===== config.mk =====
export PLATFORM = sky130hd
export DESIGN_NAME = timer_ctrl
export DESIGN_NICKNAME = d
export VERILOG_FILES = /design/src/rtl/timer_ctrl.sv
export SDC_FILE = /design/constraint.sdc
export NUM_CORES = 1
export LEC_CHECK = 0
export CORE_ASPECT_RATIO = 1.4
export CORE_MARGIN = 2
export CORE_UTILIZATION = 40
export DETAILED_ROUTE_END_ITERATION = 10
export GPL_TIMING_DRIVEN = 1
export PLACE_DENSITY_LB_ADDON = 0.08
export SYNTH_ARGS = -nofsm -noshare
export SYNTH_HDL_FRONTEND = slang
export SYNTH_SLANG_ARGS = --single-unit

===== constraint.sdc =====
create_clock -name clk -period 3.6 [get_ports clk]
set_input_delay 0.72 -clock clk [delete_from_list [all_inputs] [get_ports clk]]
set_output_delay 0.72 -clock clk [all_outputs]
set_load 0.01 [all_outputs]

===== src/rtl/timer_ctrl.sv =====
// -----------------------------------------------------------------------------
// timer_ctrl
//   Front-panel controller for the countdown counter of the 03_timer design.
//   Turns debounced button levels into presses (rising edges), edits a
//   two-digit BCD minute setpoint with an optional +30 s offset, and sequences
//   the counter through IDLE / RUN / PAUSE / ALARM. On expiry it holds the
//   counter at 00:00 and drives alarm plus a square-wave beep.
//
// Parameters
//   DEFAULT_HI, DEFAULT_LO  setpoint digits after reset (BCD)
//   ALARM_CYCLES            cycles spent in ALARM before returning to IDLE
//   BEEP_DIV                cycles per beep half-period
//   HOLD_CYCLES             hold time before auto-repeat (auto-repeat build only)
//   REPEAT_CYCLES           auto-repeat step period   (auto-repeat build only)
//
// Configuration macro
//   TIMER_CTRL_AUTOREPEAT_EN  defined: holding up or down alone repeats steps.
//                             undefined: exactly one step per press.
//
// Ports
//   clk, rst                 clock, synchronous active-high reset
//   btn_start/clear/up/down/half   debounced button levels
//   cnt_min_hi/min_lo/sec_hi/sec_lo  counter digit feedback
//   cnt_enabled, cnt_paused  counter control (enabled=0 reloads the setpoint)
//   set_hi, set_lo           setpoint minutes, BCD
//   set_seconds              +30 s offset flag
//   alarm, beep              expiry indication
//   state                    IDLE=0 RUN=1 PAUSE=2 ALARM=3
// -----------------------------------------------------------------------------
module timer_ctrl #(
   parameter logic [3:0]  DEFAULT_HI    = 4'd0,
   parameter logic [3:0]  DEFAULT_LO    = 4'd5,
   parameter int unsigned ALARM_CYCLES  = 2**24,
   parameter int unsigned BEEP_DIV      = 2**12,
   parameter int unsigned HOLD_CYCLES   = 2**22,
   parameter int unsigned REPEAT_CYCLES = 2**20
) (
   input  logic       clk,
   input  logic       rst,
   input  logic       btn_start,
   input  logic       btn_clear,
   input  logic       btn_up,
   input  logic       btn_down,
   input  logic       btn_half,
   input  logic [3:0] cnt_min_hi,
   input  logic [3:0] cnt_min_lo,
   input  logic [2:0] cnt_sec_hi,
   input  logic [3:0] cnt_sec_lo,
   output logic       cnt_enabled,
   output logic       cnt_paused,
   output logic [3:0] set_hi,
   output logic [3:0] set_lo,
   output logic       set_seconds,
   output logic       alarm,
   output logic       beep,
   output logic [1:0] state
);

   typedef enum logic [1:0] {
      ST_IDLE  = 2'd0,
      ST_RUN   = 2'd1,
      ST_PAUSE = 2'd2,
      ST_ALARM = 2'd3
   } state_t;

   localparam int unsigned AW = $clog2(ALARM_CYCLES + 1);
   localparam int unsigned BW = $clog2(BEEP_DIV + 1);

   state_t        state_q;
   logic [4:0]    btn_prev_q;      // {half, down, up, clear, start}
   logic [3:0]    set_hi_q, set_lo_q;
   logic          set_seconds_q;
   logic          cnt_enabled_q, cnt_paused_q, alarm_q, beep_q;
   logic [AW-1:0] alarm_cnt_q;
   logic [BW-1:0] beep_cnt_q;

   logic [3:0]    set_hi_d, set_lo_d;
   logic          set_seconds_d;

   // Press detection: a press is a level that is high now but was low last cycle.
   logic [4:0] btn_now, btn_press;
   logic       start_press, clear_press, up_press, down_press, half_press;

   assign btn_now     = {btn_half, btn_down, btn_up, btn_clear, btn_start};
   assign btn_press   = btn_now & ~btn_prev_q;
   assign start_press = btn_press[0];
   assign clear_press = btn_press[1];
   assign up_press    = btn_press[2];
   assign down_press  = btn_press[3];
   assign half_press  = btn_press[4];

   logic setpoint_nz, cnt_zero;
   assign setpoint_nz = (set_hi_q != 4'd0) || (set_lo_q != 4'd0) || set_seconds_q;
   assign cnt_zero    = (cnt_min_hi == 4'd0) && (cnt_min_lo == 4'd0) &&
                        (cnt_sec_hi == 3'd0) && (cnt_sec_lo == 4'd0);

   // Step events: a press, plus (auto-repeat build) repeat strobes while held.
   logic up_ev, down_ev;

`ifdef TIMER_CTRL_AUTOREPEAT_EN
   localparam int unsigned HMAX = (HOLD_CYCLES > REPEAT_CYCLES) ? HOLD_CYCLES : REPEAT_CYCLES;
   localparam int unsigned HW   = $clog2(HMAX + 1);

   logic [HW-1:0] hold_cnt_q;
   logic          repeating_q;
   logic          hold_active, rep_fire;

   // Counting only while exactly one of up/down is held in IDLE; the press
   // cycle itself restarts the count so the first repeat lands HOLD_CYCLES
   // after the press.
   assign hold_active = (state_q == ST_IDLE) && (btn_up ^ btn_down) &&
                        !up_press && !down_press;
   assign rep_fire    = hold_active &&
                        (hold_cnt_q == (repeating_q ? HW'(REPEAT_CYCLES - 1)
                                                    : HW'(HOLD_CYCLES - 1)));

   always_ff @(posedge clk) begin
      if (rst || !hold_active) begin
         hold_cnt_q  <= '0;
         repeating_q <= 1'b0;
      end else if (rep_fire) begin
         hold_cnt_q  <= '0;
         repeating_q <= 1'b1;
      end else begin
         hold_cnt_q  <= hold_cnt_q + HW'(1);
      end
   end

   assign up_ev   = up_press   || (rep_fire && btn_up);
   assign down_ev = down_press || (rep_fire && btn_down);
`else
   logic unused_repeat_params;
   assign unused_repeat_params = |{HOLD_CYCLES, REPEAT_CYCLES};

   assign up_ev   = up_press;
   assign down_ev = down_press;
`endif

   // Setpoint edit applied in IDLE. Clear wins over every edit; up and down
   // together cancel.
   always_comb begin
      // NOTE: every variable written here gets a default first, so no path
      // leaves it unassigned and no latch is inferred.
      set_hi_d      = set_hi_q;
      set_lo_d      = set_lo_q;
      set_seconds_d = set_seconds_q;
      if (clear_press) begin
         set_hi_d      = 4'd0;
         set_lo_d      = 4'd0;
         set_seconds_d = 1'b0;
      end else begin
         if (up_ev && !down_ev) begin
            if (set_lo_q == 4'd9) begin
               set_lo_d = 4'd0;
               set_hi_d = (set_hi_q == 4'd9) ? 4'd0 : set_hi_q + 4'd1;
            end else begin
               set_lo_d = set_lo_q + 4'd1;
            end
         end else if (down_ev && !up_ev) begin
            if (set_lo_q == 4'd0) begin
               set_lo_d = 4'd9;
               set_hi_d = (set_hi_q == 4'd0) ? 4'd9 : set_hi_q - 4'd1;
            end else begin
               set_lo_d = set_lo_q - 4'd1;
            end
         end
         if (half_press) set_seconds_d = !set_seconds_q;
      end
   end

   // Main FSM with registered outputs.
   always_ff @(posedge clk) begin
      // NOTE: state is updated with non-blocking assignments only, so every
      // register here sees the pre-edge values of the others.
      if (rst) begin
         state_q       <= ST_IDLE;
         btn_prev_q    <= '1;      // a button held through reset fires no press
         set_hi_q      <= DEFAULT_HI;
         set_lo_q      <= DEFAULT_LO;
         set_seconds_q <= 1'b0;
         cnt_enabled_q <= 1'b0;
         cnt_paused_q  <= 1'b0;
         alarm_q       <= 1'b0;
         beep_q        <= 1'b0;
         alarm_cnt_q   <= '0;
         beep_cnt_q    <= '0;
      end else begin
         btn_prev_q <= btn_now;
         case (state_q)
            ST_IDLE: begin
               set_hi_q      <= set_hi_d;
               set_lo_q      <= set_lo_d;
               set_seconds_q <= set_seconds_d;
               // Start is judged against the setpoint before this cycle's edit.
               if (!clear_press && start_press && setpoint_nz) begin
                  state_q       <= ST_RUN;
                  cnt_enabled_q <= 1'b1;
                  cnt_paused_q  <= 1'b0;
               end
            end
            ST_RUN: begin
               if (clear_press) begin
                  state_q       <= ST_IDLE;
                  cnt_enabled_q <= 1'b0;
                  cnt_paused_q  <= 1'b0;
               end else if (cnt_zero) begin
                  // Pause on the same edge so the counter holds at 00:00.
                  state_q      <= ST_ALARM;
                  cnt_paused_q <= 1'b1;
                  alarm_q      <= 1'b1;
                  beep_q       <= 1'b1;
                  alarm_cnt_q  <= '0;
                  beep_cnt_q   <= '0;
               end else if (start_press) begin
                  state_q      <= ST_PAUSE;
                  cnt_paused_q <= 1'b1;
               end
            end
            ST_PAUSE: begin
               if (clear_press) begin
                  state_q       <= ST_IDLE;
                  cnt_enabled_q <= 1'b0;
                  cnt_paused_q  <= 1'b0;
               end else if (start_press) begin
                  state_q      <= ST_RUN;
                  cnt_paused_q <= 1'b0;
               end
            end
            default: begin  // ST_ALARM
               if (clear_press || start_press ||
                   alarm_cnt_q == AW'(ALARM_CYCLES - 1)) begin
                  state_q       <= ST_IDLE;
                  cnt_enabled_q <= 1'b0;
                  cnt_paused_q  <= 1'b0;
                  alarm_q       <= 1'b0;
                  beep_q        <= 1'b0;
               end else begin
                  alarm_cnt_q <= alarm_cnt_q + AW'(1);
                  if (beep_cnt_q == BW'(BEEP_DIV - 1)) begin
                     beep_cnt_q <= '0;
                     beep_q     <= !beep_q;
                  end else begin
                     beep_cnt_q <= beep_cnt_q + BW'(1);
                  end
               end
            end
         endcase
      end
   end

   assign state       = state_q;
   assign cnt_enabled = cnt_enabled_q;
   assign cnt_paused  = cnt_paused_q;
   assign set_hi      = set_hi_q;
   assign set_lo      = set_lo_q;
   assign set_seconds = set_seconds_q;
   assign alarm       = alarm_q;
   assign beep        = beep_q;

endmodule


# Word level (Yosys, flattened, before mapping)

Index checks and enable logic that the tools add are counted.

Add/sub/neg operators: 6
Eq/ne operators: 14
Mux-type cells: 48
Bitwise logic cells: 3
Reduce and logical (&&, ||, !) cells: 42

Operators with widths:

| operator                                          | count |
|---|---|
| two-way mux 25 bit                                | 3 |
| two-way mux 13 bit                                | 4 |
| case mux 25 bit (2 select lines)                  | 1 |
| two-way mux 4 bit                                 | 12 |
| case mux 13 bit (2 select lines)                  | 1 |
| adder 25 x 1 -> 25 bit (second input constant)    | 1 |
| == test 25 x 24 -> 1 bit (second input constant)  | 1 |
| logical NOT 4 bit                                 | 5 |
| AND reduction 4 bit                               | 5 |
| two-way mux 1 bit                                 | 15 |
| two-way mux 2 bit                                 | 7 |
| adder 13 x 1 -> 13 bit (second input constant)    | 1 |
| == test 13 x 12 -> 1 bit (second input constant)  | 1 |
| nonzero test 3 bit                                | 4 |
| nonzero test 4 bit                                | 3 |
| adder 4 x 1 -> 4 bit (second input constant)      | 2 |
| == test 4 bit (second input constant)             | 2 |
| subtractor 4 x 1 -> 4 bit (second input constant) | 2 |
| logical AND 1 bit                                 | 7 |
| inequality test 2 bit (second input constant)     | 3 |
| case mux 1 bit (2 select lines)                   | 3 |
| case mux 2 bit (3 select lines)                   | 1 |
| AND 5 bit                                         | 1 |
| logical NOT 1 bit                                 | 5 |
| other kinds (16)                                  | 23 |

Flip-flop bits (word level): 58
Input bits: 22
Output and inout bits: 15
Logic and storage cells: 124

# Depth between registers and ports, before layout

Depth after elaboration: 7
Depth in mapped cells: 9
Depth with buffers taken out: 7

# Least setup slack after synthesis

OpenSTA, ideal clock, no wires.

Path type: input-to-reg
Start: input cnt_sec_hi[0]
End: register alarm_cnt_q[6]
Setup time: 0.122 ns
Arrival time: 2.378 ns
Slack: 1.100 ns
Stages: 7
Path through: nor3_1 -> nand4_4 -> o41ai_2 -> a21oi_2 -> buf_2 -> o21ai_1 -> o31ai_1

Word-level cells in the longest chain between the ends: 5

Ends and longest elaborated chain:

| element                         | RTL line | text |
|---|---|---|
| start, declared                 | 47       | `input logic [2:0] cnt_sec_hi,` |
| logical NOT 3 bit               | 95       | `(cnt_sec_hi == 3'd0) && (cnt_sec_lo == 4'd0);` |
| logical AND 1 bit               | 94       | `assign cnt_zero = (cnt_min_hi == 4'd0) && (cnt_min_lo == 4'd0) &&` |
| logical AND 1 bit               | 95       |  |
| inequality test 2 bit (no line) | -        |  |
| AND reduction 4 bit (no line)   | -        |  |
| end signal, assigned            | 238      | `alarm_cnt_q <= alarm_cnt_q + AW'(1);` |
| end, declared                   | 74       | `logic [AW-1:0] alarm_cnt_q;` |

No other way between the ends.
A chain may end at the register's enable or synchronous reset.

# Final worst setup path

Start: input cnt_sec_lo[0]
End: register beep_cnt_q[8]

Word-level cells in the longest chain between the ends: 4

Ends and longest elaborated chain:

| element                         | RTL line | text |
|---|---|---|
| start, declared                 | 48       | `input logic [3:0] cnt_sec_lo,` |
| logical NOT 4 bit               | 95       |  |
| logical AND 1 bit               | 95       |  |
| inequality test 2 bit (no line) | -        |  |
| AND reduction 4 bit (no line)   | -        |  |
| end signal, assigned            | 243      | `beep_cnt_q <= beep_cnt_q + BW'(1);` |
| end, declared                   | 75       | `logic [BW-1:0] beep_cnt_q;` |

No other way between the ends.

==> impl_metrics.toml <==
[status]
status = "completed"

[clock_network]
clk_pin_slew_worst_paths_ns = 0.05
numCtsBuffers = 9
cts_setup_buffers = 0
ctsHoldBuffers = 0
h-tree-depth = 3
cts_buffer_depth = 2
cts_resized = 0
cts_root_buf = "clkbuf_16"
worstSkewPairLatency_ns = 0.33
numClockSinks = 57
tritoncts = "yes"

[floorplanning]
dieWidth_um = 80.4
fp.dieArea_um2 = 8910
rows = 39
io-pin-count = 37
dieHeight_um = 111
core_area_um2 = 8050
initial_core_util_pct = 40.5

[synthesis]
synthCells = 409
ys_seq_area_share_pct = 35.0
ys_types = 64
avgSynthCellArea_um2 = 7.98
synth_warnings = 0
synth_area_um2 = 3260
synthFlopType = "dfxtp_1"
synth_edf_count = 0
syn_nets = 437
ys_ff_latch = 57
async_reset_ff_share_pct = 0

[setup_path]
end_kind = "flip-flop"
critPathKind = "in -> reg"
r2r_cells = 7
startpoint_type = "input port"
worstReg2RegEnd = "beep_cnt_q[8]"
critPathRequiredTime_ns = 3.84
reg2reg_slack_ns = 1.15
r2r-start = "state[1]"
cp.arrival_ns = 2.95
path_max_fanout = 7

[timing]
fin_ws_ns = 0.889
tightest_slew_ns = 0.759
period_needed_ns = 2.71
fmax_mhz = 369
fin_worst_skew_ns = 0.00866
finalSetupViolCount = 0
finalCritPeriodShare_pct = 75.3
tns_ns = 0
rsz0062_at_grt = "false"
hold_violations = 0
max-slew-margin-rel_pct = 49.0
drv_slew = 0

[grt]
grtUsageTotal_pct = 20.8
grt_pass1_vias = 3079
antenna_found_initial = 0
overflow = 0
grt_first_pass_wirelength_um = 14600
grt_max_degree = 17

[pwr]
clock_power_share_pct = 39.5
swShare_pct = 32.6
ir_worst_vdd_mv = 0.279
powerDensity_nw_per_um2 = 532
internal-power_mw = 1.45
power_switching_mw = 0.700
cellLeakagePower_nw = 1.47
p_comb_share_pct = 27.5
seqPwrFrac_pct = 33.0

[cells_and_area]
drive_gt1_share_pct = 10.9
num-nets-final = 471
antenna_cells = 0
fill_cells = 809
area_growth_pct = 23.7

[detailed_routing]
detail_route.wl_per_cell_um = 15.6
dr.pass1.iters = 4
ant_nets = 0
drt-initial-drc-count = 137
routed_wl_um = 8590
vias = 3177
drc = 0
viasPerCell = 5.78

[placement]
hpwl_um = 6250
routabilityCongestion = 0.822
pre_cts_ws_ns = 0.556
portBuffers = 36

[worst_hold_path]
whs_path_depth = 1
hold_end = "beep_cnt_q[12]"
holdCritPathClass = "reg -> reg"
min_from = "beep_cnt_q[12]"

[run]
maxCapViolations = 0
[cell families (layout without fill, tap and decap cells)]
group                    Yosys count  in the layout  share of synthesized area [%]
AND/OR/NAND/NOR                  179            179                           30.3
AO/OA/AOI/OAI                    124            124                           25.5
flip-flops                        57             57                           35.0
buffers and inverters             32             71                           3.91
XOR/XNOR                           8              8                           2.15
adder cells (fa/ha/maj)            6              6                           2.30
multiplexers                       3              3                          0.920
[power by group through the flow]
stage / combinational, mW / clock, mW / sequential, mW
floorplan: 0.393 / 0 / 0.709
global placement: 0.586 / 0 / 0.722
detailed placement: 0.591 / 0 / 0.723
CTS: 0.595 / 0.876 / 0.709
global route: 0.661 / 0.892 / 0.716
finish: 0.591 / 0.849 / 0.710
[cells in the mapped netlist, types with 4 or more instances]
library cell  number  area [µm²]
nand3_1           17        85.1
ha_1               6        75.1
and3_1             9        56.3
and2_1             5        31.3
nand4_1           11        68.8
nor3b_1            4        30.0
a21oi_1           33         165
clkbuf_1          19        71.3
nor2_1            48         180
nor2b_1            7        43.8
a31oi_1            8        50.1
nor3_1             9        45.0
and4_1             4        35.0
dfxtp_1           57        1140
o31ai_1            6        45.0
inv_1              6        22.5
or2_2              6        37.5
nor4_1             4        25.0
nand2b_1           5        31.3
xor2_1             4        35.0
a41oi_1            5        43.8
xnor2_1            4        35.0
nand2_1           32         120
o21ai_0           31         155
or3_1              5        31.3
a21o_1             4        30.0
[metal layers]
metal  wire (µm)  share of wire (%)  track usage [%]  up-vias
li1            -                  -                -     1595
met1        3600                 42             24.2     1497
met2        4450                 52             36.1       66
met3         286                3.3             3.42       19
met4         260                3.0             10.4        0
met5           0                  0                0        -
[critical path, stage by stage]
cell and delay, ns:
clkdlybuf4s50_1 0.44, nor4_4 0.33, nand4_4 0.20, o41a_1 0.49
nor2_1 0.35, nand2_1 0.19, o31ai_1 0.23
[layout make-up]
class,count,area (µm²),share of cell area [%]
inverters,7,26.3,0.651
repair buffers,48,450,11.2
multi-input cells,320,2000,49.4
well taps,102,128,3.16
clock buffers,10,239,5.92
clock inverters,6,57.6,1.43
flip-flops and latches,57,1140,28.3
[how the worst max path moves through the flow]
stage	from	endpoint	slack, ns	cells past startpoint
floorplan	cnt_sec_hi[0]	alarm_cnt_q[6]	1.10	7
global placement	cnt_min_hi[3]	beep_cnt_q[8]	0.59	7
detailed placement	cnt_sec_lo[0]	beep_cnt_q[10]	0.56	7
CTS	cnt_sec_lo[0]	beep_cnt_q[8]	0.89	7
global route	cnt_min_lo[3]	beep_cnt_q[4]	0.69	7
finish	cnt_sec_lo[0]	beep_cnt_q[8]	0.89	7
[state kept, by name, summed over array words and instances (netlist names)]
register,count
set_hi,4
btn_prev_q,5
beep,1
beep_cnt_q,13
alarm_cnt_q,25
set_seconds,1
alarm,1
cnt_enabled,1
state,2
set_lo,4
[stage by stage]
step	area, µm²	instances	utilization (%)	total power, mW	hold WS (ns)
floorplan	3260	409	-	1.10	0.431
global placement	3740	534	46.5	1.31	0.446
detailed placement	3740	534	46.5	1.31	0.455
CTS	4040	550	50.1	2.18	0.462
global route	4040	550	50.1	2.27	0.483
finish	4040	550	50.1	2.15	0.461
[layout by cell type, fill, tap and decap left out, types with 7 or more instances in the layout]
cell type        count
and3_1               9
nor3_1               9
nand3_1             17
clkdlybuf4s50_1     36
nand2_1             32
nand4_1             11
a21oi_1             33
nor2_1              48
clkbuf_16            9
dfxtp_1             57
o21ai_0             31
a31oi_1              8
buf_4               12
nor2b_1              7
(Power assumes the default switching activity.)
